===== src/rtl/video_pkg.sv =====
// Shared types and default screen geometry for the rectangle fill engine and
// its environment.
package video_pkg;

    localparam int DEF_H_SIZE = 320;
    localparam int DEF_V_SIZE = 240;

    localparam int CMD_XW = 10;
    localparam int CMD_YW = 10;
    localparam int CMD_DW = 16;

    typedef enum logic [1:0] {
        IDLE  = 2'd0,
        SETUP = 2'd1,
        WRITE = 2'd2,
        DONE  = 2'd3
    } rect_state_t;

    // Rectangle command as seen on the command port, inclusive corners.
    typedef struct packed {
        logic [CMD_XW-1:0] x0;
        logic [CMD_YW-1:0] y0;
        logic [CMD_XW-1:0] x1;
        logic [CMD_YW-1:0] y1;
        logic [CMD_DW-1:0] color;
    } rect_cmd_t;

    function automatic int unsigned rect_pixels(input rect_cmd_t c, input int h_size,
                                                input int v_size);
        int unsigned xe;
        int unsigned ye;
        xe = (int'(c.x1) > h_size - 1) ? h_size - 1 : c.x1;
        ye = (int'(c.y1) > v_size - 1) ? v_size - 1 : c.y1;
        if (c.x0 > xe || c.y0 > ye) return 0;
        return (xe - c.x0 + 1) * (ye - c.y0 + 1);
    endfunction

endpackage


===== src/rtl/video_rect_fill_if.sv =====
// Command port plus Avalon-MM write initiator port of the rectangle fill engine.
interface video_rect_fill_if #(
    parameter int XW     = 10,
    parameter int YW     = 10,
    parameter int AVN_AW = 18,
    parameter int AVN_DW = 16
);
    logic              cmd_valid;
    logic              cmd_ready;
    logic [XW-1:0]     cmd_x0;
    logic [YW-1:0]     cmd_y0;
    logic [XW-1:0]     cmd_x1;
    logic [YW-1:0]     cmd_y1;
    logic [AVN_DW-1:0] cmd_color;
    logic              busy;
    logic              done;

    logic                framebuffer_avn_write;
    logic [AVN_AW-1:0]   framebuffer_avn_address;
    logic [AVN_DW-1:0]   framebuffer_avn_writedata;
    logic [AVN_DW/8-1:0] framebuffer_avn_byteenable;
    logic                framebuffer_avn_waitrequest;

    // master: the fill engine; slave: command source plus framebuffer responder
    modport master (
        input  cmd_valid, cmd_x0, cmd_y0, cmd_x1, cmd_y1, cmd_color,
        output cmd_ready, busy, done,
        output framebuffer_avn_write, framebuffer_avn_address,
        output framebuffer_avn_writedata, framebuffer_avn_byteenable,
        input  framebuffer_avn_waitrequest
    );

    modport slave (
        output cmd_valid, cmd_x0, cmd_y0, cmd_x1, cmd_y1, cmd_color,
        input  cmd_ready, busy, done,
        input  framebuffer_avn_write, framebuffer_avn_address,
        input  framebuffer_avn_writedata, framebuffer_avn_byteenable,
        output framebuffer_avn_waitrequest
    );

endinterface


===== src/rtl/video_rect_clip.sv =====
// Clips a latched rectangle against the visible screen and flags rectangles
// that cover no visible pixel.
module video_rect_clip #(
    parameter int XW     = 10,
    parameter int YW     = 10,
    parameter int H_SIZE = 320,
    parameter int V_SIZE = 240
) (
    input  logic [XW-1:0] x0,
    input  logic [YW-1:0] y0,
    input  logic [XW-1:0] x1,
    input  logic [YW-1:0] y1,
    output logic [XW-1:0] xe,
    output logic [YW-1:0] ye,
    output logic          empty
);
    import video_pkg::*;

    localparam logic [XW-1:0] X_MAX = XW'(H_SIZE - 1);
    localparam logic [YW-1:0] Y_MAX = YW'(V_SIZE - 1);

    assign xe = (x1 > X_MAX) ? X_MAX : x1;
    assign ye = (y1 > Y_MAX) ? Y_MAX : y1;

    // Inverted corners are treated as empty rather than swapped.
    assign empty = (x0 > xe) || (y0 > ye);

endmodule


===== src/rtl/video_rect_fill.sv =====
// Rectangle fill engine: clips one command to the screen and paints it with one
// Avalon-MM single-word write per pixel in raster order.
//
// state | meaning
// IDLE  | waiting for a command, cmd_ready high
// SETUP | clipped bounds settle, row base multiply registered
// WRITE | one write per pixel, advancing on each accepted write
// DONE  | one-cycle completion pulse, then back to IDLE
module video_rect_fill #(
    parameter int AVN_AW = 18,
    parameter int AVN_DW = 16,
    parameter int H_SIZE = video_pkg::DEF_H_SIZE,
    parameter int V_SIZE = video_pkg::DEF_V_SIZE,
    parameter int XW     = 10,
    parameter int YW     = 10
) (
    input  logic              sys_clk,
    input  logic              sys_rst,
    video_rect_fill_if.master bus
);
    import video_pkg::*;

    localparam logic [AVN_AW-1:0] STRIDE = AVN_AW'(H_SIZE);

    rect_state_t state_q;
    rect_state_t state_d;

    logic [XW-1:0]     x0_q;
    logic [XW-1:0]     x1_q;
    logic [YW-1:0]     y0_q;
    logic [YW-1:0]     y1_q;
    logic [AVN_DW-1:0] color_q;
    logic [XW-1:0]     x_q;
    logic [YW-1:0]     y_q;
    logic [AVN_AW-1:0] row_base_q;

    logic [XW-1:0] xe;
    logic [YW-1:0] ye;
    logic          empty;

    logic ready;
    logic busy;
    logic done;
    logic write;
    logic accept;
    logic step;
    logic last_px;

    video_rect_clip #(
        .XW     (XW),
        .YW     (YW),
        .H_SIZE (H_SIZE),
        .V_SIZE (V_SIZE)
    ) u_clip (
        .x0    (x0_q),
        .y0    (y0_q),
        .x1    (x1_q),
        .y1    (y1_q),
        .xe    (xe),
        .ye    (ye),
        .empty (empty)
    );

    assign accept  = ready && bus.cmd_valid;
    assign step    = write && !bus.framebuffer_avn_waitrequest;
    assign last_px = (x_q == xe) && (y_q == ye);

    always_comb begin
        state_d = state_q;
        ready   = 1'b0;
        busy    = 1'b1;
        done    = 1'b0;
        write   = 1'b0;
        unique case (state_q)
            IDLE: begin
                ready = 1'b1;
                busy  = 1'b0;
                if (bus.cmd_valid) state_d = SETUP;
            end
            SETUP: begin
                state_d = empty ? DONE : WRITE;
            end
            WRITE: begin
                write = 1'b1;
                if (step && last_px) state_d = DONE;
            end
            DONE: begin
                done    = 1'b1;
                state_d = IDLE;
            end
            default: state_d = IDLE;
        endcase
    end

    always_ff @(posedge sys_clk) begin
        if (sys_rst) begin
            state_q <= IDLE;
        end else begin
            state_q <= state_d;
        end
    end

    always_ff @(posedge sys_clk) begin
        if (sys_rst) begin
            x0_q       <= '0;
            x1_q       <= '0;
            y0_q       <= '0;
            y1_q       <= '0;
            color_q    <= '0;
            x_q        <= '0;
            y_q        <= '0;
            row_base_q <= '0;
        end else begin
            if (accept) begin
                x0_q    <= bus.cmd_x0;
                x1_q    <= bus.cmd_x1;
                y0_q    <= bus.cmd_y0;
                y1_q    <= bus.cmd_y1;
                color_q <= bus.cmd_color;
            end
            if (state_q == SETUP) begin
                x_q        <= x0_q;
                y_q        <= y0_q;
                row_base_q <= AVN_AW'(y0_q) * STRIDE;
            end
            // Counters only move on an accepted write, so a stall holds address and data.
            if (step) begin
                if (x_q < xe) begin
                    x_q <= x_q + XW'(1);
                end else if (y_q < ye) begin
                    x_q        <= x0_q;
                    y_q        <= y_q + YW'(1);
                    row_base_q <= row_base_q + STRIDE;
                end
            end
        end
    end

    assign bus.cmd_ready                  = ready;
    assign bus.busy                       = busy;
    assign bus.done                       = done;
    assign bus.framebuffer_avn_write      = write;
    assign bus.framebuffer_avn_address    = row_base_q + AVN_AW'(x_q);
    assign bus.framebuffer_avn_writedata  = color_q;
    assign bus.framebuffer_avn_byteenable = {(AVN_DW/8){write}};

endmodule

===== src/flat_wrapper.sv =====
// flat-port wrapper written by rule: the top's interface ports become plain ports
module video_rect_fill_flat import video_pkg::*;
#(
    parameter int AVN_AW = 18,
    parameter int AVN_DW = 16,
    parameter int H_SIZE = video_pkg::DEF_H_SIZE,
    parameter int V_SIZE = video_pkg::DEF_V_SIZE,
    parameter int XW     = 10,
    parameter int YW     = 10
)
  (sys_clk, sys_rst, bus_cmd_valid, bus_cmd_x0, bus_cmd_y0, bus_cmd_x1, bus_cmd_y1, bus_cmd_color, bus_cmd_ready, bus_busy, bus_done, bus_framebuffer_avn_write, bus_framebuffer_avn_address, bus_framebuffer_avn_writedata, bus_framebuffer_avn_byteenable, bus_framebuffer_avn_waitrequest);
  video_rect_fill_if #(.XW(XW), .YW(YW), .AVN_AW(AVN_AW), .AVN_DW(AVN_DW)) bus_i ();
  input  logic sys_clk;
  input  logic sys_rst;
  input wire logic [$bits(bus_i.cmd_valid)-1:0] bus_cmd_valid;
  input wire logic [$bits(bus_i.cmd_x0)-1:0] bus_cmd_x0;
  input wire logic [$bits(bus_i.cmd_y0)-1:0] bus_cmd_y0;
  input wire logic [$bits(bus_i.cmd_x1)-1:0] bus_cmd_x1;
  input wire logic [$bits(bus_i.cmd_y1)-1:0] bus_cmd_y1;
  input wire logic [$bits(bus_i.cmd_color)-1:0] bus_cmd_color;
  output wire logic [$bits(bus_i.cmd_ready)-1:0] bus_cmd_ready;
  output wire logic [$bits(bus_i.busy)-1:0] bus_busy;
  output wire logic [$bits(bus_i.done)-1:0] bus_done;
  output wire logic [$bits(bus_i.framebuffer_avn_write)-1:0] bus_framebuffer_avn_write;
  output wire logic [$bits(bus_i.framebuffer_avn_address)-1:0] bus_framebuffer_avn_address;
  output wire logic [$bits(bus_i.framebuffer_avn_writedata)-1:0] bus_framebuffer_avn_writedata;
  output wire logic [$bits(bus_i.framebuffer_avn_byteenable)-1:0] bus_framebuffer_avn_byteenable;
  input wire logic [$bits(bus_i.framebuffer_avn_waitrequest)-1:0] bus_framebuffer_avn_waitrequest;
  assign bus_i.cmd_valid = bus_cmd_valid;
  assign bus_i.cmd_x0 = bus_cmd_x0;
  assign bus_i.cmd_y0 = bus_cmd_y0;
  assign bus_i.cmd_x1 = bus_cmd_x1;
  assign bus_i.cmd_y1 = bus_cmd_y1;
  assign bus_i.cmd_color = bus_cmd_color;
  assign bus_cmd_ready = bus_i.cmd_ready;
  assign bus_busy = bus_i.busy;
  assign bus_done = bus_i.done;
  assign bus_framebuffer_avn_write = bus_i.framebuffer_avn_write;
  assign bus_framebuffer_avn_address = bus_i.framebuffer_avn_address;
  assign bus_framebuffer_avn_writedata = bus_i.framebuffer_avn_writedata;
  assign bus_framebuffer_avn_byteenable = bus_i.framebuffer_avn_byteenable;
  assign bus_i.framebuffer_avn_waitrequest = bus_framebuffer_avn_waitrequest;
  video_rect_fill #(.AVN_AW(AVN_AW), .AVN_DW(AVN_DW), .H_SIZE(H_SIZE), .V_SIZE(V_SIZE), .XW(XW), .YW(YW)) u_core (.sys_clk(sys_clk), .sys_rst(sys_rst), .bus(bus_i));
endmodule

===== config.mk =====
export PLATFORM = sky130hd
export DESIGN_NAME = video_rect_fill_flat
export DESIGN_NICKNAME = d
export VERILOG_FILES = /design/src/rtl/video_pkg.sv /design/src/rtl/video_rect_fill_if.sv /design/src/rtl/video_rect_clip.sv /design/src/rtl/video_rect_fill.sv /design/src/flat_wrapper.sv
export SDC_FILE = /design/constraint.sdc
export NUM_CORES = 1
export LEC_CHECK = 0
export CORE_MARGIN = 5
export CORE_UTILIZATION = 30
export DETAILED_ROUTE_END_ITERATION = 10
export PLACE_DENSITY = 0.51
export SYNTH_ARGS = -nofsm -noshare
export SYNTH_HDL_FRONTEND = slang
export SYNTH_SLANG_ARGS = --single-unit

===== constraint.sdc =====
create_clock -name sys_clk -period 3.91 [get_ports sys_clk]
set_input_delay 0.782 -clock sys_clk [delete_from_list [all_inputs] [get_ports sys_clk]]
set_output_delay 0.782 -clock sys_clk [all_outputs]
set_load 0.005 [all_outputs]

==> results.cfg <==
[sta]
drv_slew = 0
max_slew.worst_pin.slew_ns = 0.8537
setup_viol = 0
timing.fmax_mhz = 272.8
tns_ns = 0
fin_ws_ns = 0.2445
min_period_ns = 3.666
relSlewSlack = 0.4308
whs_ns = 0.4520
hold_viol_final = 0
period_share = 0.9375
finalClockSkew_ns = 0.01343

[die]
core_area_um2 = 20960
die_h_um = 155.7
io_pins = 100
initial_core_util = 0.3037
row_count = 53
dieArea_um2 = 24230
die_x_um = 155.7

[synthesis]
synthFlopType = dfxtp_1
synth_top_area_share = 0.3019
synth_cell_types = 73
synthTopCellsByCount = 149 x nand2_1, 115 x a21oi_1, 96 x dfxtp_1
synth_cells = 817
synth_edf_count = 0
synth-seq-area-share = 0.3019
synth_seq_cells = 96
yosysWarnings = 0
synth.largest_area_cell = dfxtp_1
netlist_area_um2 = 6365
synth.area.top_cells = dfxtp_1 30%, ha_1 13%, a21oi_1 9.0%
avgSynthCellArea_um2 = 7.791
synthMostInstantiatedCell = nand2_1
synth_async_sr_flop_share = 0

[drt]
first_iter_violations = 265
vias = 5794
firstDrtPassIters = 5
wire_per_inst_um = 14.69
viasPerCell = 4.873
drc = 0
antenna_left = 0
totalWireLength_um = 17460

[placement]
place_congestion = 0.8224
port_buffers = 99
dp_slack_ns = 0.1969
dp_hpwl_um = 13190

[power]
p_per_area_nw_per_um2 = 562.3
power_mw = 4.529
p_clk_frac = 0.216
comb_power_share = 0.463
peakVddDrop_mv = 0.2767
p_leak_nw = 3.259
switching_share = 0.3966
p_int_mw = 2.732
power.switching_mw = 1.796
seqPwrFrac = 0.321

[outcome]
outcome = finished clean

[worst_hold_path]
min_path_type = reg -> reg
hp-start = u_core.bus.framebuffer_avn_writedata[9]$_SDFFE_PP0P_

[worst_setup_path]
cpMaxStageDelayCell = clkdlybuf4s50_1
r2r-start = u_core.y1_q[6]$_SDFFE_PP0P_
crit_path_start = u_core.x_q[0]$_SDFF_PP0_
worstPathCellList = ha_1 -> inv_1 -> fa_2 -> nor2b_1 -> o21ai_1 -> a21boi_1 -> o21ai_1 -> a21oi_2 -> a31oi_4 -> nor2_2 -> xor2_1 -> clkdlybuf4s50_1
setup.worst_path.end_class = output pin
worstSetupPathType = reg -> out
required_ns = 3.13
critical_path_arrival_ns = 2.88
worst-path-max-fanout = 5
critPathBufInv = 2
critical_path.most_common_cell = o21ai_1
slowest_delay_ns = 0.51
critPathLaunchType = register
critPathTopFamily = compound AO/OA/AOI/OAI gates

[clocking]
cts_root_buf = clkbuf_16
path_clk_slew_ns = 0.07
clock_sinks = 96
htree_levels = 3
tritoncts = yes
cts_buffers = 9
clkLatencyLatePin_ns = 0.36
cts-hold-fix-buffers = 0
clock_path_buffers = 2

[global_route]
grt_overflow_total = 0
grtUsageTotal = 0.1441
antenna_found_initial = 0
grt_pass1_wl_um = 28430
grt_pass1_vias = 5471
grt_max_degree = 72

[finish]
n_fill_cell = 2284
drive_gt1_frac = 0.07768
area_growth_pct = 26.54
final_util = 0.3843
num_antenna_cells = 0
final_nets = 1038

[run]
cap_violations = 0
placed cells by master (no fill, tap or decap), types with 5 or more instances in the layout:
| cell type | count |
|---|---|
| inv_1 | 29 |
| a21oi_1 | 112 |
| and2_1 | 8 |
| nor2_1 | 57 |
| nor3b_1 | 8 |
| xor2_1 | 11 |
| a21o_1 | 11 |
| o21ai_0 | 26 |
| nor3_1 | 14 |
| xnor2_1 | 17 |
| buf_4 | 19 |
| clkdlybuf4s50_1 | 96 |
| o22ai_1 | 6 |
| nor2_2 | 6 |
| nand4_1 | 8 |
| a211oi_1 | 13 |
| nor2b_1 | 7 |
| and3_1 | 16 |
| clkbuf_16 | 9 |
| conb_1 | 6 |
| nand2_1 | 148 |
| nand3_1 | 14 |
| dfxtp_1 | 95 |
| a31oi_1 | 6 |
| or2_2 | 5 |
| ha_1 | 67 |
| mux2i_1 | 9 |
flip-flops by register name, indices dropped and copies added, names as in the netlist:
name                                  cells
u_core.x0_q                              10
u_core.state_q                            2
u_core.bus.framebuffer_avn_writedata     16
u_core.y_q                               10
u_core.x_q                               10
u_core.row_base_q                        18
u_core.y0_q                              10
u_core.y1_q                              10
u_core.x1_q                              10
layer usage:
layer | global-route usage | wire (um) | up-vias
met5 | 0 | 0 | -
met4 | 0.04335 | 250 | 0
met3 | 0.03994 | 1170 | 14
met2 | 0.2132 | 7181 | 131
met1 | 0.2041 | 8859 | 2575
li1 | - | - | 3074
power by group through the flow:
stage / Clock, mW / Sequential (mW) / Combinational, mW
after detailed placement: 0 / 1.47 / 2.11
after global routing: 1.05 / 1.49 / 2.37
after floorplan: 0 / 1.37 / 1.45
after global placement: 0 / 1.47 / 2.10
after CTS: 1.01 / 1.45 / 2.12
final: 0.980 / 1.45 / 2.10
logic make-up (layout without fill, tap and decap cells):
group,after synthesis,in the layout,synth area share
simple gates,313,313,0.2304
compound gates,228,228,0.2249
flops,96,96,0.3019
buf+inv,71,163,0.04816
fa+ha+maj,70,70,0.1396
xor+xnor,28,28,0.03853
mux,10,10,0.01592
other cells,1,6,0.0005892
worst register-to-register path: stages (launching register included):
cell	delay [ns]
dfxtp_1	0.39
nand4_1	0.16
nand2_1	0.20
nor2_1	0.09
ha_1	0.30
nand4_1	0.22
a211oi_1	0.39
o22ai_1	0.21
and3_4	0.21
a21boi_4	0.14
buf_4	0.21
nor2_2	0.44
nor2_1	0.11
o221a_2	0.26
final cells by class:
class                      instances  area, um^2  area share
clock buffer                      11       242.7     0.03014
clock inverter                     5       78.83    0.009787
inverter                          29       108.9     0.01352
multi-input combinational        655        4205      0.5221
sequential                        96        1926      0.2391
tap                              275       344.1     0.04272
timing repair buffer             118        1149      0.1426
stage by stage:
step / cell area [um^2] / cells
detailed placement: 7636 / 1167
global placement: 7636 / 1167
floorplan: 6384 / 822
finish: 8054 / 1189
global route: 8054 / 1189
CTS: 7976 / 1184
repair_timing:
action | CTS | global route
buffers inserted | 1 | 5
resized for setup | 4 | 13
pin swaps | 1 | 9
setup endpoints to repair | 4 | 9
path summary, 6_finish.rpt:
check / to / cells past startpoint / slack [ns]
worst max register to register: u_core.row_base_q[13]$_SDFF_PP0_ / 13 / 0.49
worst min register to register: u_core.bus.framebuffer_avn_writedata[9]$_SDFFE_PP0P_ / 2 / 0.45
worst min-delay path: u_core.bus.framebuffer_avn_writedata[9]$_SDFFE_PP0P_ / 2 / 0.45
worst max-delay path: bus_framebuffer_avn_address[14] / 12 / 0.24
Note: power is estimated with default switching activity, not from simulation.
